--- config.mk ---
export PLATFORM = sky130hd
export DESIGN_NAME = multicycle_sequencer_flat
export DESIGN_NICKNAME = d
export VERILOG_FILES = /design/src/rtl/rv32i_pkg.sv /design/src/rtl/multicycle_sequencer_if.sv /design/src/rtl/seq_timeout_cnt.sv /design/src/rtl/multicycle_sequencer.sv /design/src/flat_wrapper.sv
export SDC_FILE = /design/constraint.sdc
export NUM_CORES = 1
export LEC_CHECK = 0
export CAP_MARGIN = 20
export CORE_ASPECT_RATIO = 1.25
export CORE_MARGIN = 2
export CORE_UTILIZATION = 39
export DETAILED_ROUTE_END_ITERATION = 10
export GPL_TIMING_DRIVEN = 0
export PLACE_DENSITY = 0.72
export SLEW_MARGIN = 0
export SYNTH_ARGS = -nofsm -noshare
export SYNTH_HDL_FRONTEND = slang
export SYNTH_HIERARCHICAL = 1
export SYNTH_SLANG_ARGS = --single-unit
--- constraint.sdc ---
create_clock -name clk -period 2 [get_ports clk]
set_input_delay 0.6 -clock clk [delete_from_list [all_inputs] [get_ports clk]]
set_output_delay 0.6 -clock clk [all_outputs]
set_load 0.01 [all_outputs]
--- src/rtl/rv32i_pkg.sv ---
// Shared RV32I definitions: base opcodes, PC source selects, sequencer state encoding
// and the opcode classifier that routes the EXEC step.
package rv32i_pkg;

    localparam logic [6:0] OPC_LOAD   = 7'b0000011;
    localparam logic [6:0] OPC_STORE  = 7'b0100011;
    localparam logic [6:0] OPC_OP     = 7'b0110011;
    localparam logic [6:0] OPC_OP_IMM = 7'b0010011;
    localparam logic [6:0] OPC_LUI    = 7'b0110111;
    localparam logic [6:0] OPC_AUIPC  = 7'b0010111;
    localparam logic [6:0] OPC_JAL    = 7'b1101111;
    localparam logic [6:0] OPC_JALR   = 7'b1100111;
    localparam logic [6:0] OPC_BRANCH = 7'b1100011;

    localparam logic [1:0] PC_SEL_PLUS4 = 2'b00;
    localparam logic [1:0] PC_SEL_IMM   = 2'b01;
    localparam logic [1:0] PC_SEL_ALU   = 2'b10;

    typedef enum logic [2:0] {
        IDLE   = 3'd0,
        FETCH  = 3'd1,
        DECODE = 3'd2,
        EXEC   = 3'd3,
        MEM    = 3'd4,
        WB     = 3'd5,
        FAULT  = 3'd6
    } seq_state_t;

    typedef enum logic [1:0] {
        CLS_MEM,
        CLS_BRANCH,
        CLS_WB,
        CLS_ILLEGAL
    } op_class_t;

    // FENCE and SYSTEM fall into CLS_ILLEGAL: this core has no handling for them.
    function automatic op_class_t op_class(input logic [6:0] opcode);
        op_class_t cls;
        case (opcode)
            OPC_LOAD, OPC_STORE:                  cls = CLS_MEM;
            OPC_BRANCH:                           cls = CLS_BRANCH;
            OPC_OP, OPC_OP_IMM, OPC_LUI,
            OPC_AUIPC, OPC_JAL, OPC_JALR:         cls = CLS_WB;
            default:                              cls = CLS_ILLEGAL;
        endcase
        return cls;
    endfunction

endpackage

--- src/rtl/multicycle_sequencer_if.sv ---
// Control and memory-handshake bundle between the multi-cycle sequencer (master)
// and the surrounding datapath / memory ports (slave).
interface multicycle_sequencer_if;

    logic       run;
    logic [6:0] opcode;
    logic       register_we;
    logic       memory_we;
    logic       branch_taken;
    logic       imem_ack;
    logic       dmem_ack;

    logic       imem_req;
    logic       ir_we;
    logic       dmem_req;
    logic       dmem_we;
    logic       rf_we;
    logic       pc_we;
    logic [1:0] pc_sel;
    logic       retire;
    logic       fault;
    logic [2:0] state_o;

    modport master (
        input  run, opcode, register_we, memory_we, branch_taken, imem_ack, dmem_ack,
        output imem_req, ir_we, dmem_req, dmem_we, rf_we, pc_we, pc_sel, retire,
               fault, state_o
    );

    modport slave (
        output run, opcode, register_we, memory_we, branch_taken, imem_ack, dmem_ack,
        input  imem_req, ir_we, dmem_req, dmem_we, rf_we, pc_we, pc_sel, retire,
               fault, state_o
    );

endinterface

--- src/rtl/seq_timeout_cnt.sv ---
// Wait-cycle counter shared by the instruction and data memory handshakes; expire
// flags the last permitted waiting cycle so an ack in that cycle still wins.
module seq_timeout_cnt #(
    parameter int unsigned LIMIT = 16
) (
    input  logic clk,
    input  logic rst_n,
    input  logic clear,
    input  logic inc,
    output logic expire
);

    localparam logic [7:0] LAST = 8'(LIMIT - 1);

    logic [7:0] count;

    // NOTE: sequential state uses non-blocking assignments so every flop samples
    // pre-edge values regardless of block ordering.
    always_ff @(posedge clk or negedge rst_n) begin
        if (!rst_n) begin
            count <= '0;
        end else if (clear) begin
            count <= '0;
        end else if (inc) begin
            count <= count + 8'd1;
        end
    end

    assign expire = (count == LAST);

endmodule

--- src/rtl/multicycle_sequencer.sv ---
// Multi-cycle RV32I control FSM: FETCH/DECODE/EXEC/MEM/WB with memory handshakes
// and wait timeout. Define SEQ_ILLEGAL_TRAP_EN to fault on non-base opcodes.
module multicycle_sequencer
    import rv32i_pkg::*;
#(
    parameter int unsigned MEM_TIMEOUT = 16
) (
    input  logic                          clk,
    input  logic                          rst_n,
    multicycle_sequencer_if.master        bus
);

    seq_state_t state;
    seq_state_t state_next;

    logic       imem_req;
    logic       ir_we;
    logic       dmem_req;
    logic       dmem_we;
    logic       rf_we;
    logic       pc_we;
    logic [1:0] pc_sel;
    logic       fault;

    logic       cnt_clear;
    logic       cnt_inc;
    logic       expire;

    always_ff @(posedge clk or negedge rst_n) begin
        if (!rst_n) begin
            state <= IDLE;
        end else begin
            state <= state_next;
        end
    end

    // One counter serves both ports: only one wait state can be active at a time.
    // Any state change clears it, so it reads 0 in the first cycle of FETCH or MEM.
    assign cnt_clear = (state_next != state);
    assign cnt_inc   = (state == FETCH) || (state == MEM);

    seq_timeout_cnt #(
        .LIMIT (MEM_TIMEOUT)
    ) u_timeout (
        .clk    (clk),
        .rst_n  (rst_n),
        .clear  (cnt_clear),
        .inc    (cnt_inc),
        .expire (expire)
    );

    always_comb begin
        // NOTE: every output gets a default before the case so no path leaves a
        // signal unassigned, which would otherwise infer a latch.
        state_next = state;
        imem_req   = 1'b0;
        ir_we      = 1'b0;
        dmem_req   = 1'b0;
        dmem_we    = 1'b0;
        rf_we      = 1'b0;
        pc_we      = 1'b0;
        pc_sel     = PC_SEL_PLUS4;
        fault      = 1'b0;

        case (state)
            IDLE: begin
                if (bus.run) state_next = FETCH;
            end
            FETCH: begin
                imem_req = 1'b1;
                if (bus.imem_ack) begin
                    ir_we      = 1'b1;
                    state_next = DECODE;
                end else if (expire) begin
                    state_next = FAULT;
                end
            end
            DECODE: begin
                state_next = EXEC;
            end
            EXEC: begin
                case (op_class(bus.opcode))
                    CLS_MEM: state_next = MEM;
                    CLS_WB:  state_next = WB;
                    CLS_BRANCH: begin
                        pc_we      = 1'b1;
                        pc_sel     = bus.branch_taken ? PC_SEL_IMM : PC_SEL_PLUS4;
                        state_next = FETCH;
                    end
                    default: begin
`ifdef SEQ_ILLEGAL_TRAP_EN
                        state_next = FAULT;
`else
                        pc_we      = 1'b1;
                        state_next = FETCH;
`endif
                    end
                endcase
            end
            MEM: begin
                dmem_req = 1'b1;
                dmem_we  = bus.memory_we;
                if (bus.dmem_ack) begin
                    if (bus.opcode == OPC_STORE) begin
                        pc_we      = 1'b1;
                        state_next = FETCH;
                    end else begin
                        state_next = WB;
                    end
                end else if (expire) begin
                    state_next = FAULT;
                end
            end
            WB: begin
                rf_we      = bus.register_we;
                pc_we      = 1'b1;
                state_next = FETCH;
                if (bus.opcode == OPC_JAL) begin
                    pc_sel = PC_SEL_IMM;
                end else if (bus.opcode == OPC_JALR) begin
                    pc_sel = PC_SEL_ALU;
                end
            end
            FAULT: begin
                fault = 1'b1;
            end
            default: begin
                state_next = IDLE;
            end
        endcase
    end

    assign bus.imem_req = imem_req;
    assign bus.ir_we    = ir_we;
    assign bus.dmem_req = dmem_req;
    assign bus.dmem_we  = dmem_we;
    assign bus.rf_we    = rf_we;
    assign bus.pc_we    = pc_we;
    assign bus.pc_sel   = pc_sel;
    assign bus.retire   = pc_we;
    assign bus.fault    = fault;
    assign bus.state_o  = state;

endmodule

--- src/flat_wrapper.sv ---
// flat-port wrapper written by rule: the top's interface ports become plain ports
module multicycle_sequencer_flat import rv32i_pkg::*;
#(
    parameter int unsigned MEM_TIMEOUT = 16
)
  (clk, rst_n, bus_run, bus_opcode, bus_register_we, bus_memory_we, bus_branch_taken, bus_imem_ack, bus_dmem_ack, bus_imem_req, bus_ir_we, bus_dmem_req, bus_dmem_we, bus_rf_we, bus_pc_we, bus_pc_sel, bus_retire, bus_fault, bus_state_o);
  multicycle_sequencer_if bus_i ();
  input  logic clk;
  input  logic rst_n;
  input wire logic [$bits(bus_i.run)-1:0] bus_run;
  input wire logic [$bits(bus_i.opcode)-1:0] bus_opcode;
  input wire logic [$bits(bus_i.register_we)-1:0] bus_register_we;
  input wire logic [$bits(bus_i.memory_we)-1:0] bus_memory_we;
  input wire logic [$bits(bus_i.branch_taken)-1:0] bus_branch_taken;
  input wire logic [$bits(bus_i.imem_ack)-1:0] bus_imem_ack;
  input wire logic [$bits(bus_i.dmem_ack)-1:0] bus_dmem_ack;
  output wire logic [$bits(bus_i.imem_req)-1:0] bus_imem_req;
  output wire logic [$bits(bus_i.ir_we)-1:0] bus_ir_we;
  output wire logic [$bits(bus_i.dmem_req)-1:0] bus_dmem_req;
  output wire logic [$bits(bus_i.dmem_we)-1:0] bus_dmem_we;
  output wire logic [$bits(bus_i.rf_we)-1:0] bus_rf_we;
  output wire logic [$bits(bus_i.pc_we)-1:0] bus_pc_we;
  output wire logic [$bits(bus_i.pc_sel)-1:0] bus_pc_sel;
  output wire logic [$bits(bus_i.retire)-1:0] bus_retire;
  output wire logic [$bits(bus_i.fault)-1:0] bus_fault;
  output wire logic [$bits(bus_i.state_o)-1:0] bus_state_o;
  assign bus_i.run = bus_run;
  assign bus_i.opcode = bus_opcode;
  assign bus_i.register_we = bus_register_we;
  assign bus_i.memory_we = bus_memory_we;
  assign bus_i.branch_taken = bus_branch_taken;
  assign bus_i.imem_ack = bus_imem_ack;
  assign bus_i.dmem_ack = bus_dmem_ack;
  assign bus_imem_req = bus_i.imem_req;
  assign bus_ir_we = bus_i.ir_we;
  assign bus_dmem_req = bus_i.dmem_req;
  assign bus_dmem_we = bus_i.dmem_we;
  assign bus_rf_we = bus_i.rf_we;
  assign bus_pc_we = bus_i.pc_we;
  assign bus_pc_sel = bus_i.pc_sel;
  assign bus_retire = bus_i.retire;
  assign bus_fault = bus_i.fault;
  assign bus_state_o = bus_i.state_o;
  multicycle_sequencer #(.MEM_TIMEOUT(MEM_TIMEOUT)) u_core (.clk(clk), .rst_n(rst_n), .bus(bus_i));
endmodule
After elaboration in Yosys (flattened, before gate mapping)
Cells that the tools add are included.
{"block": "totals", "elab_cells": 56, "register_bits": 11, "output_inout_bits": 13, "in_bits": 15}
{"block": "classes", "muxes": 27, "n_eq_ne": 19, "reduce_logical": 7, "n_addsub": 1}
{"op": "$eq A7 B6 Y1 const B", "count": 3}
{"op": "$eq A7 B7 Y1 const B", "count": 3}
{"op": "$pmux W3 S7", "count": 1}
{"op": "$mux W8", "count": 2}
{"op": "$mux W3", "count": 5}
{"op": "$eq A7 B5 Y1 const B", "count": 2}
{"op": "$mux W1", "count": 11}
{"op": "$eq A3 B3 Y1 const B", "count": 3}
{"op": "$add A8 B1 Y8 const B", "count": 1}
{"op": "$eq A8 B4 Y1 const B", "count": 1}
{"op": "$mux W2", "count": 4}
{"op": "$eq A7 B2 Y1 const B", "count": 1}
{"op": "$eq A3 B2 Y1 const B", "count": 2}
{"op": "$pmux W2 S3", "count": 1}
{"op": "$pmux W3 S2", "count": 1}
{"op": "$reduce_or A6 Y1", "count": 1}
{"op": "$pmux W2 S2", "count": 1}
{"op": "$reduce_or A2 Y1", "count": 2}
{"op": "$eq A3 B1 Y1 const B", "count": 1}
{"op": "$logic_not A3 Y1", "count": 1}
{"op": "$ne A3 B3 Y1", "count": 1}
{"op": "$pmux W1 S3", "count": 1}
{"op": "$eq A2 B1 Y1 const B", "count": 1}
{"op": "$eq A2 B2 Y1 const B", "count": 1}
{"op": "other kinds (3)", "count": 3}

Logic depth before layout (Yosys ltp)
{"block": "logic_depth", "ltp_word": 9, "mapped_depth": 8, "mapped_depth_nobuf": 7}

By module
Netlist, hierarchy kept.
{"mod": "seq_timeout_cnt", "instances": 1, "seq_area_each_um2": 200.2, "area_per_inst_um2": 394.1, "cells_each": 39}
{"mod": "multicycle_sequencer", "instances": 1, "seq_area_each_um2": 75.1, "area_per_inst_um2": 387.9, "cells_each": 55}

Worst setup path after synthesis
Ideal clock, no wire load.
{"block": "synth_path", "path_kind": "input to output", "start": "input bus_opcode[3]", "end": "output bus_retire", "path_slack_ns": -0.382, "required_time_ns": 1.400, "arrival_ns": 1.782, "cell_stages": 5, "path_cell_list": "or2_1 nor4_2 a31oi_1 o32ai_1 buf_4"}
{"block": "synth_between", "elab_chain_cells": 8, "word_cells_on_any_way": 20, "classes_between": "eq/ne: 10; mux: 6; reduce/logical: 4"}
{"item": "start, declared", "line": "flat_wrapper.sv:11", "text": "input wire logic [$bits(bus_i.opcode)-1:0] bus_opcode;"}
{"item": "$eq A7 B6 Y1, or another cell as far along", "line": "rv32i_pkg.sv:39", "text": "case (opcode)"}
{"item": "$reduce_or A6 Y1 or $reduce_or A2 Y1 (tied branches)", "line": "rv32i_pkg.sv:39"}
{"item": "$pmux W2 S3", "line": "rv32i_pkg.sv:39"}
{"item": "$mux W2", "line": "multicycle_sequencer.sv:65", "text": "case (state)"}
{"item": "$eq A2 B2 Y1 or $logic_not A2 Y1 (tied branches)", "line": "multicycle_sequencer.sv:82", "text": "case (op_class(bus.opcode))"}
{"item": "$reduce_or A2 Y1 (no line)"}
{"item": "$mux W1", "line": "multicycle_sequencer.sv:82"}
{"item": "$pmux W1 S3 *", "line": "multicycle_sequencer.sv:65"}
{"item": "end, declared", "line": "flat_wrapper.sv:24", "text": "output wire logic [$bits(bus_i.retire)-1:0] bus_retire;"}
Mark *: on every way between the ends. The rest lies on a longest branch, timed or not. The select of a mux whose other input is x is not followed.

Final worst setup path
{"block": "layout_path", "start": "input bus_opcode[2]", "end": "output bus_pc_sel[0]"}
{"block": "layout_between", "elab_chain_cells": 7, "word_cells_on_any_way": 17, "classes_between": "eq/ne: 10; mux: 5; reduce/logical: 2"}
{"item": "$eq A7 B6 Y1, or another cell as far along", "line": "rv32i_pkg.sv:39"}
{"item": "$reduce_or A6 Y1 or $reduce_or A2 Y1 (tied branches)", "line": "rv32i_pkg.sv:39"}
{"item": "$pmux W2 S3", "line": "rv32i_pkg.sv:39"}
{"item": "$mux W2", "line": "multicycle_sequencer.sv:65"}
{"item": "$eq A2 B1 Y1", "line": "multicycle_sequencer.sv:82"}
{"item": "$mux W2", "line": "multicycle_sequencer.sv:82"}
{"item": "$pmux W2 S2 *", "line": "multicycle_sequencer.sv:65"}
{"item": "end, declared", "line": "flat_wrapper.sv:23", "text": "output wire logic [$bits(bus_i.pc_sel)-1:0] bus_pc_sel;"}
Marked as above.

==> results.py <==
metrics = {
    "run_status": {
        "status": "finished with violations",
        "violations": "negative setup slack",
    },
    "sta": {
        "finalCritPeriodShare_pct": 117.4,
        "setup_viol": 4,
        "max_freq_mhz": 425.8,
        "finalHoldViolations": 0,
        "fin_crit_ps": 2348,
        "rsz0062_at_grt": "yes",
        "fin_worst_skew_ps": 4.540,
        "max_slew.worst_pin.slew_ps": 518.1,
        "finalWorstSetupSlack_ps": -348.4,
        "drv_slew": 0,
        "relSlewSlack_pct": 65.35,
    },
    "finish": {
        "nNetsFinal": 160,
        "fillerInstances": 142,
        "antenna_cells": 0,
        "drive_gt1_share_pct": 52.45,
        "synthToLayoutAreaGrowth_pct": 78.56,
        "final_cell_area_um2": 1396,
        "mostFrequentLayoutCells": "buf_4, buf_2, dfrtp_1",
        "final_core_util_pct": 72.09,
        "final_common_cell": "buf_4",
    },
    "setup_path": {
        "slowest_delay_ps": 420,
        "crit_chain": "buf_6 > or2_4 > or4_4 > o32ai_2 > buf_2",
        "r2r_end": "u_core/u_timeout/count[6]$_DFFE_PN0P_",
        "critPathLaunchType": "input port",
        "timing.critical_path.buf_inv": 2,
        "worstPathRequired_ps": 1400,
        "critPathKind": "in2out",
        "cpLargestDelayFamily": "simple AND/OR/NAND/NOR gates",
        "slowest_stage": "or4_4",
        "worstPathMaxFanout": 2,
        "rr_worst_depth": 8,
        "arrival_ps": 1750,
        "cp_num_cells": 5,
        "timing.rr.start": "u_core/u_timeout/count[1]$_DFFE_PN0P_",
        "r2r_slack_ps": 30,
        "cp-end-kind": "output pin",
    },
    "die": {
        "io_pins": 28,
        "die_h_um": 54.07,
        "fp.dieW_um": 44.05,
        "start_util_pct": 40.37,
        "fp.coreArea_um2": 1937,
        "dieArea_um2": 2382,
        "rows": 18,
    },
    "detailed_routing": {
        "via_per_inst": 5.755,
        "ant_nets": 0,
        "num_vias": 938,
        "drc_errors": 0,
        "routedWlPerCell_um": 15.77,
        "routed_wl_um": 2571,
        "firstDrtPassIters": 4,
        "drt_iter0_drc": 8,
    },
    "global_routing": {
        "grt_pass1_vias": 870,
        "grt_antenna_before_repair": 0,
        "grt_max_degree": 12,
        "grt.total_usage_pct": 21.32,
        "grt-ovfl-total": 0,
        "grt_pass1_wl_um": 3643,
    },
    "synth": {
        "syn_avg_cell_area_um2": 8.319,
        "ys_ff_latch": 11,
        "synth_nets": 110,
        "async_flop_share_pct": 100.0,
        "synth_edf_count": 0,
        "yosysSeqAreaShare_pct": 35.20,
        "synth_area_um2": 782.0,
        "synthCells": 94,
        "synthFlopType": "dfrtp_1",
        "synth_cell_types": 40,
        "yosysWarnings": 6,
    },
    "power": {
        "p_leak_uw": 0.0006276,
        "ir_drop_mv": 0.7503,
        "powerDensity_nw_per_um2": 898.7,
    },
    "hold_path": {
        "hp-class": "reg2reg",
        "hold_path_depth": 2,
        "hold_path_end": "u_core/u_timeout/count[7]$_DFFE_PN0P_",
        "holdCritStartpoint": "u_core/u_timeout/count[7]$_DFFE_PN0P_",
    },
    "placed_design": {
        "place_congestion": 0.8663,
        "dp_hpwl_um": 1541,
        "io_buffers": 27,
        "placed_area_um2": 1092,
        "dpl_worst_slack_ps": -1235,
    },
    "clocking": {
        "clk_latency_ps": 280,
        "cts_max_level": 1,
        "cts_buffers": 3,
        "path_clk_slew_ps": 70,
        "cts_sinks": 11,
        "cts-root-buf": "clkbuf_4",
        "clockBufferDepth": 2,
        "cts_tree": "built",
    },
    "flow_run": {
        "cap_violations": 0,
    },
}
[worst register-to-register path, cell delays in order (launching register included)]
cell and delay [ps]:
dfrtp_1 420, ha_4 160, nand4b_1 160, nor4_4 400, or2_4 220, mux2i_4 70, a22oi_2 170, buf_6 210
a21oi_2 40
[power by group]
part / internal, uW / switching, uW
sequential: 256 / 33.2
combinational: 410 / 400
clock: 77.4 / 78.4
[cell type report]
class,count,area (um^2),area share [%]
multi-input combinational,70,626.9,44.89
timing repair buffer,45,360.3,25.81
sequential,11,277.8,19.89
buffer,6,53.80,3.853
clock buffer,4,26.28,1.882
inverter,7,26.28,1.882
tap,20,25.02,1.792
[registers in the layout, indices dropped and copies added (netlist names)]
name and flops:
u_core/bus.state_o 3, u_core/u_timeout/count 8
[cells in the mapped netlist (2+ instances only)]
cell type  number  area share, %
a21oi_1         6            3.8
a31oi_1         3            2.4
and2_1          2            1.6
buf_2           3            1.9
dfrtp_1        11             35
inv_1           7            3.4
mux2i_1         2            2.6
nand2_1         2           0.96
nand2b_1        2            1.6
nand3_1         3            1.9
nand4_1         3            2.4
nand4b_1        2            2.2
nor2_1         11            5.3
nor3_1          2            1.3
o21ai_0         4            2.6
o32ai_1         2            2.2
or3_1           4            3.2
xor2_1          3            3.4
[per-stage QoR]
stage	total power, uW	instances	setup TNS [ps]	hold slack, ps
after floorplan	597.0	94	-506.7	304.4
after global placement	802.0	141	-7683	546.6
after detailed placement	809.9	141	-8736	547.2
after CTS	1078	152	-1449	562.4
after global routing	1343	163	-1856	601.5
final	1255	163	-1060	580.6
[metal layers]
layer	global-route usage [%]	up-vias	wire [um]
li1	-	441	-
met1	22.40	459	949
met2	39.46	31	1458
met3	3.020	7	102
met4	13.13	0	61
met5	0	-	0
[what timing repair did]
action,in CTS,in global routing
endpoints found under the hold margin,0,0
gates resized for setup,80,44
setup endpoints to repair,18,14
hold buffers,0,0
buffers inserted,7,11
pin swaps,10,17
[worst max path at each step]
| stage | end | startpoint | slack (ps) |
|---|---|---|---|
| final | bus_pc_sel[0] | bus_opcode[2] | -350 |
| after global routing | bus_retire | bus_opcode[2] | -410 |
| after CTS | bus_pc_sel[0] | bus_opcode[2] | -480 |
| after detailed placement | bus_retire | bus_opcode[3] | -1230 |
| after global placement | bus_retire | bus_opcode[3] | -1190 |
| after floorplan | bus_retire | bus_opcode[3] | -250 |
[kinds of logic (layout without fill, tap and decap cells)]
group / after synthesis / count (layout) / share of synthesized area [%]
buf+inv: 13 / 62 / 7.199
flops: 11 / 11 / 35.20
simple gates: 40 / 40 / 29.60
compound gates: 23 / 23 / 19.36
xor+xnor: 4 / 4 / 4.481
fa+ha+maj: 1 / 1 / 1.600
mux: 2 / 2 / 2.560
(Power assumes the default switching activity.)
